<file path="src/rtl/gpmc_pkg.sv">
// Shared types and constants for the GPMC initiator.
// Strobe levels are active-low; DIR=1 means the master drives AD.
package gpmc_pkg;

    localparam int GPMC_DW = 16;

    typedef enum logic [1:0] {
        ST_IDLE,
        ST_ADDR,
        ST_DATA,
        ST_TURN
    } state_t;

    localparam logic STB_OFF = 1'b1;
    localparam logic STB_ON  = 1'b0;
    localparam logic DIR_OUT = 1'b1;
    localparam logic DIR_IN  = 1'b0;

    typedef struct packed {
        logic               cs;
        logic               adv;
        logic               oe;
        logic               we;
        logic               be1;
        logic               be0;
        logic               ad_oe;
        logic               dir;
        logic [GPMC_DW-1:0] ad;
    } bus_t;

    localparam bus_t BUS_IDLE = '{
        cs:    STB_OFF,
        adv:   STB_OFF,
        oe:    STB_OFF,
        we:    STB_OFF,
        be1:   STB_OFF,
        be0:   STB_OFF,
        ad_oe: 1'b0,
        dir:   DIR_IN,
        ad:    '0
    };

endpackage

</file>
<file path="src/rtl/gpmc_cycle_timer.sv">
// Phase toggle plus GPMC-cycle down-counter shared by all timed states.
// done_o flags the last ph=1 CLK of the loaded cycle count.
module gpmc_cycle_timer (
    input  logic       clk_i,
    input  logic       rst_ni,
    input  logic       run_i,
    input  logic       load_i,
    input  logic [3:0] load_val_i,
    input  logic       extend_i,
    output logic       ph_o,
    output logic       done_o
);

    logic       ph_q;
    logic [3:0] cnt_q;

    always_ff @(posedge clk_i or negedge rst_ni) begin
        if (!rst_ni) begin
            ph_q  <= 1'b0;
            cnt_q <= 4'd0;
        end else if (load_i) begin
            ph_q  <= 1'b0;
            cnt_q <= load_val_i;
        end else if (run_i) begin
            ph_q <= ~ph_q;
            // An extended cycle keeps its count; otherwise saturate at 0.
            if (ph_q && !extend_i && cnt_q != 4'd0) begin
                cnt_q <= cnt_q - 4'd1;
            end
        end else begin
            ph_q <= 1'b0;
        end
    end

    assign ph_o   = ph_q;
    assign done_o = ph_q && (cnt_q <= 4'd1);

endmodule

</file>
<file path="src/rtl/gpmc_master.sv">
// GPMC multiplexed-bus initiator: REQ/READY port to single-word
// synchronous read/write cycles with wait extension and timeout.
module gpmc_master
    import gpmc_pkg::*;
#(
    parameter int ADV_CYC  = 1,
    parameter int ACC_CYC  = 2,
    parameter int TURN_CYC = 1,
    parameter int WAIT_MAX = 255
) (
    input  logic               CLK,
    input  logic               RST_N,
    input  logic               REQ,
    output logic               READY,
    input  logic               REQ_WE,
    input  logic [GPMC_DW-1:0] REQ_ADDR,
    input  logic [GPMC_DW-1:0] REQ_WDATA,
    input  logic [1:0]         REQ_BE,
    output logic               ACK,
    output logic               ERR,
    output logic [GPMC_DW-1:0] RDATA,
    output logic               GPMC_CLK,
    output logic [GPMC_DW-1:0] GPMC_AD_OUT,
    output logic               GPMC_AD_OE,
    input  logic [GPMC_DW-1:0] GPMC_AD_IN,
    output logic               GPMC_CS,
    output logic               GPMC_ADV,
    output logic               GPMC_OE,
    output logic               GPMC_WE,
    output logic               GPMC_BE0,
    output logic               GPMC_BE1,
    output logic               GPMC_WP,
    output logic               GPMC_DIR,
    input  logic               GPMC_WAIT
);

    state_t             state_q;
    bus_t               bus_q;
    logic               we_q;
    logic [GPMC_DW-1:0] wdata_q;
    logic [7:0]         wait_q;
    logic               ready_q;
    logic               ack_q;
    logic               err_q;
    logic               gclk_q;
    logic [GPMC_DW-1:0] rdata_q;

    logic       ph;
    logic       done;
    logic       accept;
    logic       wait_ext;
    logic       finish;
    logic       t_load;
    logic [3:0] t_val;

    assign accept   = (state_q == ST_IDLE) && REQ && ready_q;
    assign wait_ext = (state_q == ST_DATA) && done && GPMC_WAIT
                      && (wait_q != 8'(WAIT_MAX));
    assign finish   = (state_q == ST_DATA) && done && !wait_ext;

    always_comb begin
        t_load = 1'b0;
        t_val  = 4'(ADV_CYC);
        unique case (1'b1)
            accept: begin
                t_load = 1'b1;
                t_val  = 4'(ADV_CYC);
            end
            (state_q == ST_ADDR) && done: begin
                t_load = 1'b1;
                t_val  = 4'(ACC_CYC);
            end
            finish && (TURN_CYC != 0): begin
                t_load = 1'b1;
                t_val  = 4'(TURN_CYC);
            end
            default: ;
        endcase
    end

    gpmc_cycle_timer u_timer (
        .clk_i      (CLK),
        .rst_ni     (RST_N),
        .run_i      (state_q != ST_IDLE),
        .load_i     (t_load),
        .load_val_i (t_val),
        .extend_i   (wait_ext),
        .ph_o       (ph),
        .done_o     (done)
    );

    always_ff @(posedge CLK or negedge RST_N) begin
        if (!RST_N) begin
            state_q <= ST_IDLE;
            bus_q   <= BUS_IDLE;
            we_q    <= 1'b0;
            wdata_q <= '0;
            wait_q  <= 8'd0;
            ready_q <= 1'b1;
            ack_q   <= 1'b0;
            err_q   <= 1'b0;
            gclk_q  <= 1'b0;
            rdata_q <= '0;
        end else begin
            ack_q  <= 1'b0;
            err_q  <= 1'b0;
            // Transitions land on ph=1 edges, so ~ph is 0 when leaving.
            gclk_q <= (state_q == ST_ADDR || state_q == ST_DATA) ? ~ph : 1'b0;
            unique case (state_q)
                ST_IDLE: begin
                    if (accept) begin
                        state_q <= ST_ADDR;
                        ready_q <= 1'b0;
                        we_q    <= REQ_WE;
                        wdata_q <= REQ_WDATA;
                        wait_q  <= 8'd0;
                        bus_q   <= '{
                            cs:    STB_ON,
                            adv:   STB_ON,
                            oe:    STB_OFF,
                            we:    ~REQ_WE,
                            be1:   ~REQ_BE[1],
                            be0:   ~REQ_BE[0],
                            ad_oe: 1'b1,
                            dir:   DIR_OUT,
                            ad:    REQ_ADDR
                        };
                    end
                end
                ST_ADDR: begin
                    if (done) begin
                        state_q   <= ST_DATA;
                        bus_q.adv <= STB_OFF;
                        if (we_q) begin
                            bus_q.ad <= wdata_q;
                        end else begin
                            bus_q.ad_oe <= 1'b0;
                            bus_q.dir   <= DIR_IN;
                            bus_q.oe    <= STB_ON;
                        end
                    end
                end
                ST_DATA: begin
                    if (wait_ext) begin
                        wait_q <= wait_q + 8'd1;
                    end else if (finish) begin
                        ack_q   <= 1'b1;
                        err_q   <= GPMC_WAIT;
                        bus_q   <= BUS_IDLE;
                        state_q <= (TURN_CYC != 0) ? ST_TURN : ST_IDLE;
                        ready_q <= (TURN_CYC == 0);
                        if (!GPMC_WAIT && !we_q) begin
                            rdata_q <= GPMC_AD_IN;
                        end
                    end
                end
                ST_TURN: begin
                    if (done) begin
                        state_q <= ST_IDLE;
                        ready_q <= 1'b1;
                    end
                end
                default: state_q <= ST_IDLE;
            endcase
        end
    end

    assign READY       = ready_q;
    assign ACK         = ack_q;
    assign ERR         = err_q;
    assign RDATA       = rdata_q;
    assign GPMC_CLK    = gclk_q;
    assign GPMC_AD_OUT = bus_q.ad;
    assign GPMC_AD_OE  = bus_q.ad_oe;
    assign GPMC_CS     = bus_q.cs;
    assign GPMC_ADV    = bus_q.adv;
    assign GPMC_OE     = bus_q.oe;
    assign GPMC_WE     = bus_q.we;
    assign GPMC_BE0    = bus_q.be0;
    assign GPMC_BE1    = bus_q.be1;
    assign GPMC_DIR    = bus_q.dir;
    assign GPMC_WP     = 1'b1;

endmodule

</file>
<file path="config.mk">
export PLATFORM = sky130hd
export DESIGN_NAME = gpmc_master
export DESIGN_NICKNAME = d
export VERILOG_FILES = /design/src/rtl/gpmc_pkg.sv /design/src/rtl/gpmc_cycle_timer.sv /design/src/rtl/gpmc_master.sv
export SDC_FILE = /design/constraint.sdc
export NUM_CORES = 1
export LEC_CHECK = 0
export BUFFER_PORTS_ARGS = -buffer_cell sky130_fd_sc_hd__buf_2
export CAP_MARGIN = 5
export CORE_ASPECT_RATIO = 1.25
export CORE_MARGIN = 2
export CORE_UTILIZATION = 47
export DETAILED_ROUTE_END_ITERATION = 12
export PLACE_DENSITY = 0.75
export SYNTH_ARGS = -nofsm -noshare
export SYNTH_HDL_FRONTEND = slang
export SYNTH_SLANG_ARGS = --single-unit
</file>
<file path="constraint.sdc">
create_clock -name CLK -period 2.24 [get_ports CLK]
set_clock_uncertainty 0.15 [all_clocks]
set_input_delay 0.448 -clock CLK [delete_from_list [all_inputs] [get_ports CLK]]
set_output_delay 0.448 -clock CLK [all_outputs]
set_load 0.02 [all_outputs]
</file>
==> Yosys cells after proc, flatten, opt, wreduce, memory -nomap -nowiden <==
Cells that the tools add are included.
{ "word_totals": {"regBits": 76, "output_inout_bits": 45, "elab_cells": 114} }
{ "op_classes": {"addsub": 2, "magnitude_cmp": 1, "n_eq_ne": 12, "n_mux": 40, "bitwise": 5, "reduce_logical": 34} }
{ "op_table": {"columns": ["cell", "n"], "rows": [
  ["24-bit two-way mux", 3],
  ["18-bit one-hot mux with 3 select lines", 1],
  ["18-bit two-way mux", 1],
  ["16-bit two-way mux", 1],
  ["2-bit two-way mux", 8],
  ["8-bit two-way mux", 2],
  ["8-bit one-hot mux with 2 select lines", 1],
  ["1-bit two-way mux", 15],
  ["5-bit AND reduction", 3],
  ["2-bit inequality test (second input constant)", 7],
  ["4-bit two-way mux", 3],
  ["6-bit AND reduction", 2],
  ["1-bit logical AND", 11],
  ["8-bit by 1-bit adder with 8-bit output (second input constant)", 1],
  ["8-bit inequality test (second input constant)", 1],
  ["2-bit one-hot mux with 4 select lines", 1],
  ["4-bit AND reduction", 2],
  ["2-bit nonzero test", 4],
  ["2-bit one-hot mux with 3 select lines", 1],
  ["3-bit one-hot mux with 2 select lines", 1],
  ["3-bit nonzero test", 2],
  ["1-bit inverter", 5],
  ["2-bit equality test (second input constant)", 2],
  ["4-bit by 1-bit less-or-equal comparator with 1-bit output (second input constant)", 1],
  ["other kinds (12)", 15]
]} }

==> Logic depth before layout (Yosys ltp) <==
{ "logic_depth": {"word_depth": 11, "ltp_mapped": 9} }

==> By module <==
Synthesis repeated with hierarchy kept, for this count alone.
{ "hier_totals": {"hier_cells": 315, "area_unflattened_um2": 3679.8} }
{ "modules_own_cells": {"columns": ["mod", "n_inst", "cells_per_inst", "area_per_inst_um2"], "rows": [
  ["gpmc_master", 1, 281, 3370.7],
  ["gpmc_cycle_timer", 1, 34, 309.0]
]} }

==> Worst setup path after synthesis <==
OpenSTA, ideal clock, no wires.
{ "synth_timing": {"kind": "register to register", "start": "register state_q[0]", "end": "register rdata_q[7] (netlist: RDATA[7])", "t_arrival_ns": 2.042, "slack_ns": -0.080, "stages_incl_launch_ff": 9, "path_buffers": 2, "synth_period_minus_slack_ns": 2.320, "path_cell_list": "dfrtp_1 > inv_1 > ha_1 > buf_2 > inv_2 > nor4_4 > nand3_2 > buf_1 > mux2_1"} }
{ "synth_between": {"elab_chain_len": 7, "elab_cells_between_ends": 8, "cone_classes": "eq/ne (1); bitwise (1); reduce/logical (6)"} }
{ "synth_rtl": {"columns": ["element", "line", "text"], "rows": [
  ["from (decl)", "gpmc_master.sv:37", "state_t state_q;"],
  ["from (signal assigned)", "gpmc_master.sv:150", "state_q <= (TURN_CYC != 0) ? ST_TURN : ST_IDLE;"],
  ["2-bit equality test (*)", "gpmc_master.sv:57, gpmc_master.sv:59, gpmc_master.sv:109", null],
  ["1-bit logical AND", "gpmc_master.sv:57, gpmc_master.sv:59", null],
  ["1-bit logical AND", "gpmc_master.sv:57", "assign wait_ext = (state_q == ST_DATA) && done && GPMC_WAIT"],
  ["1-bit logical AND", "gpmc_master.sv:58", "&& (wait_q != 8'(WAIT_MAX));"],
  ["1-bit zero test", "gpmc_master.sv:59", "assign finish = (state_q == ST_DATA) && done && !wait_ext;"],
  ["1-bit logical AND", "gpmc_master.sv:59", null],
  ["4-bit AND reduction (no line) (*)", null, null],
  ["to (signal assigned)", "gpmc_master.sv:103", "rdata_q <= '0;"],
  ["to (signal assigned)", "gpmc_master.sv:153", "rdata_q <= GPMC_AD_IN;"],
  ["to (decl)", "gpmc_master.sv:46", "logic [GPMC_DW-1:0] rdata_q;"]
]} }
Mark *: on every way between the ends. The rest lies on a longest branch, timed or not.
A chain may end at the register's enable or synchronous reset.

==> Final worst setup path <==
{ "layout_timing": {"start": "register u_timer.cnt_q[0]", "end": "register bus_q (netlist bit GPMC_ADV)"} }
{ "layout_between": {"elab_chain_len": 9, "elab_cells_between_ends": 11, "cone_classes": "order compare (1); eq/ne (3); reduce/logical (7)"} }
{ "layout_rtl": {"columns": ["element", "line", "text"], "rows": [
  ["from (decl)", "gpmc_cycle_timer.sv:15", "logic [3:0] cnt_q;"],
  ["from (signal assigned)", "gpmc_cycle_timer.sv:23", "cnt_q <= load_val_i;"],
  ["from (signal assigned)", "gpmc_cycle_timer.sv:28", "cnt_q <= cnt_q - 4'd1;"],
  ["4-bit by 1-bit less-or-equal comparator with 1-bit output (*)", "gpmc_cycle_timer.sv:36", "assign done_o = ph_q && (cnt_q <= 4'd1);"],
  ["1-bit logical AND (*)", "gpmc_cycle_timer.sv:36", null],
  ["1-bit logical AND", "gpmc_master.sv:57, gpmc_master.sv:59", null],
  ["1-bit logical AND", "gpmc_master.sv:57", null],
  ["1-bit logical AND", "gpmc_master.sv:58", null],
  ["1-bit zero test", "gpmc_master.sv:59", null],
  ["1-bit logical AND", "gpmc_master.sv:59", null],
  ["2-bit inequality test (no line)", null, null],
  ["5-bit AND reduction (no line) (*)", null, null],
  ["to (signal assigned)", "gpmc_master.sv:117", "bus_q <= '{"],
  ["to (decl)", "gpmc_master.sv:38", "bus_t bus_q;"]
]} }
Marks and branches as above.

==> metrics.log <==
INFO  metric die_w = about 83 um
INFO  metric antenna-diode-count = 0
INFO  metric power_leakage = 2.41 nW
INFO  metric vias_per_cell = 5.15
INFO  metric layout.filler_cells = 650
INFO  metric synthesis.nets = just over 400
INFO  metric holdCritPathClass = in -> reg
INFO  metric rsz0062_at_grt = no
INFO  metric sw_share = slightly below 40%
INFO  metric yosysTopAreaCell = sky130_fd_sc_hd__dfrtp_1
INFO  metric fmax = around 460 MHz
INFO  metric hold_viol = 0
INFO  metric fin_total_pwr = ~0.0067 W
INFO  metric reg2reg_depth = 8
INFO  metric synth_top_cells_by_area = sky130_fd_sc_hd__dfrtp_1 (47%), sky130_fd_sc_hd__nand2_1 (8.2%), sky130_fd_sc_hd__mux2_2 (7.5%), sky130_fd_sc_hd__dfstp_2 (5.1%), sky130_fd_sc_hd__o21ai_0 (4.3%)
INFO  metric max-cap-violations = 0
INFO  metric synth_cell_types = between 50 and 60
INFO  metric data_arrival_time_of_the_critical_path = 2290 ps
INFO  metric status = finished clean
INFO  metric register_clock_pin_slew_on_the_reported_worst_setup_and_hold_paths = approximately 80 ps
INFO  metric placement.io_buffers = between 90 and 100
INFO  metric place_inst = roughly 540
INFO  metric synth_ff_type = sky130_fd_sc_hd__dfrtp_1
INFO  metric cts-buffers-inserted = 9
INFO  metric power-per-cell-area = roughly 1500 nW/um2
INFO  metric pwr-share-clk = 17.2%
INFO  metric die_height = ~100 um
INFO  metric grt_max_degree = 47
INFO  metric routed_wire_length_per_instance = between 10 and 15 um
INFO  metric post-synth-top-count-cell = sky130_fd_sc_hd__nand2_1
INFO  metric critical_path.endpoint_type = register
INFO  metric grt_pass1_wl = around 13,000 um
INFO  metric dr.first_iter.drc_count = about 190
INFO  metric synth_area_per_cell = about 10 um2
INFO  metric required_time_of_the_critical_path = ~2400 ps
INFO  metric clockRootBuffer = sky130_fd_sc_hd__clkbuf_8
INFO  metric floorplan.rows = 35
INFO  metric postRouteAntennaNets = 0
INFO  metric dr.pass1.iters = 5
INFO  metric globalRouteTotalUtil = a little over a fifth
INFO  metric worst_slew_pin_slew = slightly below 600 ps
INFO  metric final_min_period_over_clock_period = 96.4%
INFO  metric yosys_register_bits = 75
INFO  metric criticalPathCategory = reg -> reg
INFO  metric initial_antenna_violation_count = 0
INFO  metric syn_to_final_growth = 26.1%
INFO  metric max_rail_drop_vdd = 0.000609 V
INFO  metric worstHoldPathCells = 3
INFO  metric cts.path.max_buffers = 2
INFO  metric power.net_switching = roughly 0.0026 W
INFO  metric timing.critical_path.slowest_cell_delay = just over 400 ps
INFO  metric yosys_warnings = 0
INFO  metric power.share.sequential = 34.5%
INFO  metric portion_of_the_post_synthesis_area_used_by_sequential_elements = between 50% and 60%
INFO  metric place.detailed.hpwl = 6240 um
INFO  metric postRouteWirelength = about 8400 um
INFO  metric synth-async-reset-ratio = 100%
INFO  metric num_vias = between 2,000 and 3,000
INFO  metric grt-ovfl-total = 0
INFO  metric fin_setup_tns = 0 ps
INFO  metric clock_sinks = 75
INFO  metric worst_slew_margin = between 60% and 70%
INFO  metric ios = 100
INFO  metric core_area = 7440 um2
INFO  metric place_area = about 4300 um2
INFO  metric place_congestion = 0.871
INFO  metric finalMaxSlewViolations = 0
INFO  metric cts_htree_levels = 3
INFO  metric worst-path-max-fanout = 6
INFO  metric syn_area = between 3000 and 4000 um2
INFO  metric start_kind = register
INFO  metric finish.utilization = around 60%
INFO  metric final_cell_area = approximately 4600 um2
INFO  metric setup_viol_count_final = 0
INFO  metric tritoncts = yes
INFO  metric final_standard_cell_count_with_taps_included_and_fillers_excluded = 561
INFO  metric drive_gt1_share = between 40% and 50%
INFO  metric post_synth_inst_count = about 350
INFO  metric worst_path_max_delay_cell = sky130_fd_sc_hd__dfrtp_1
INFO  metric drc_violations = 0
INFO  metric ordered_list_of_cells_on_the_worst_path = inv_2 > ha_2 > o21ai_2 > or3_4 > o21ai_4 > buf_4 > and3_1 > mux2_2
INFO  metric yosys.area.top_type_share = 47.0%
INFO  metric netlist_top_cells_count = sky130_fd_sc_hd__nand2_1 (79), sky130_fd_sc_hd__dfrtp_1 (68), sky130_fd_sc_hd__o21ai_0 (31)
INFO  metric combPwrFrac = between 40% and 50%
INFO  metric number_of_enable_type_register_cells_in_the_synthesized_netlist = 0
INFO  metric floorplan.initialDensity = between 40% and 50%
INFO  metric min_period = 2160 ps
INFO  metric p_int = approximately 0.004 W
INFO  metric grt_pass1_vias = 2,925
INFO  metric final_net_count = 528
INFO  metric ff2ff_setup_slack = slightly above 80 ps
INFO  metric design.die.area = between 8000 and 9000 um2
INFO  metric worstSkewPairLatency = about 340 ps
logic make-up after synthesis:
logic type / after synthesis / share of synthesized area [%]
flops: 75 / 52.1
simple gates: 121 / 15.5
other cells: 1 / 0.104
buf+inv: 42 / 5.01
fa+ha+maj: 9 / 3.11
xor+xnor: 3 / 0.726
compound gates: 61 / 11.0
mux: 37 / 12.5
state kept, by name, indices dropped and copies added (netlist names):
signal,count
ACK,1
ERR,1
GPMC_ADV,1
GPMC_AD_OE,1
GPMC_AD_OUT,16
GPMC_BE0,1
GPMC_BE1,1
GPMC_CLK,1
GPMC_CS,1
GPMC_OE,1
GPMC_WE,1
RDATA,16
READY,1
state_q,2
u_timer.cnt_q,4
u_timer.ph_o,1
wait_q,8
wdata_q,16
we_q,1
routing by layer:
layer / up-vias / wire [um] / track usage, %
li1: 1410 / - / -
met1: 1381 / 3400 / 25.4
met2: 92 / 4430 / 36.5
met3: 8 / 472 / 4.33
met4: 0 / 66 / 7.06
met5: - / 0 / 0
worst paths after layout:
check | startpoint | endpoint
max in group asynchronous | RST_N | wdata_q[12]$_DFFE_PN0P_
max | u_timer.cnt_q[0]$_DFFE_PN0P_ | GPMC_ADV$_DFFE_PN1P_
min reg2reg | wdata_q[14]$_DFFE_PN0P_ | wdata_q[14]$_DFFE_PN0P_
min in group asynchronous | RST_N | GPMC_AD_OUT[4]$_DFFE_PN0P_
max reg2reg | u_timer.cnt_q[0]$_DFFE_PN0P_ | GPMC_ADV$_DFFE_PN1P_
min | REQ_WDATA[0] | wdata_q[0]$_DFFE_PN0P_
through the flow:
stage	setup WS [ps]	hold slack, ps
after global routing	8.62	136
final	81.0	140
after floorplan	0.266	2.41
after CTS	1.45	131
after global placement	-7.52	307
after detailed placement	-100	312
cell usage in the layout, fill, tap and decap left out, types with 7 or more instances in the layout:
cell / instances
sky130_fd_sc_hd__ha_1: 8
sky130_fd_sc_hd__inv_1: 22
sky130_fd_sc_hd__mux2_2: 24
sky130_fd_sc_hd__o21ai_0: 30
sky130_fd_sc_hd__clkbuf_8: 9
sky130_fd_sc_hd__dfstp_2: 7
sky130_fd_sc_hd__buf_2: 97
sky130_fd_sc_hd__nand2_1: 79
sky130_fd_sc_hd__nand3_1: 11
sky130_fd_sc_hd__mux2_4: 10
sky130_fd_sc_hd__buf_4: 22
sky130_fd_sc_hd__dfrtp_1: 68
critical path, delay by kind of cell, from the launching register on:
kind	cells	cell delay (ps)
and+or+nand+nor	2	540
DFF	1	410
AOI/OAI and AO/OA	2	230
muxes	1	330
adders and majority gates	1	180
buffers and inverters	2	250
timing repair:
| item | in CTS | in global routing |
|---|---|---|
| pin swaps | 1 | 1 |
| endpoints found under the setup margin | 17 | 48 |
| hold buffers | 1 | 0 |
| endpoints found under the hold margin | 37 | 0 |
| setup buffers | 1 | 1 |
| gates resized for setup | 1 | 4 |
final cells by class:
class | instances | area, um2 | area share [%]
clock inverter | 5 | 86.3 | 1.89
tap | 92 | 115 | 2.52
sequential | 75 | 1890 | 41.3
clock buffer | 11 | 131 | 2.88
timing repair buffer | 121 | 681 | 14.9
multi-input combinational | 232 | 1570 | 34.5
inverter | 25 | 93.8 | 2.05
power by group through the flow:
stage	sequential [W]	clock, W	combinational [W]
after global placement	0.00230	0	0.00307
after CTS	0.00232	0.00118	0.00327
after detailed placement	0.00234	0	0.00318
final	0.00232	0.00116	0.00325
after floorplan	0.00268	0	0.00188
after global routing	0.00239	0.00124	0.00357
Power figures use the tool's default switching activity.
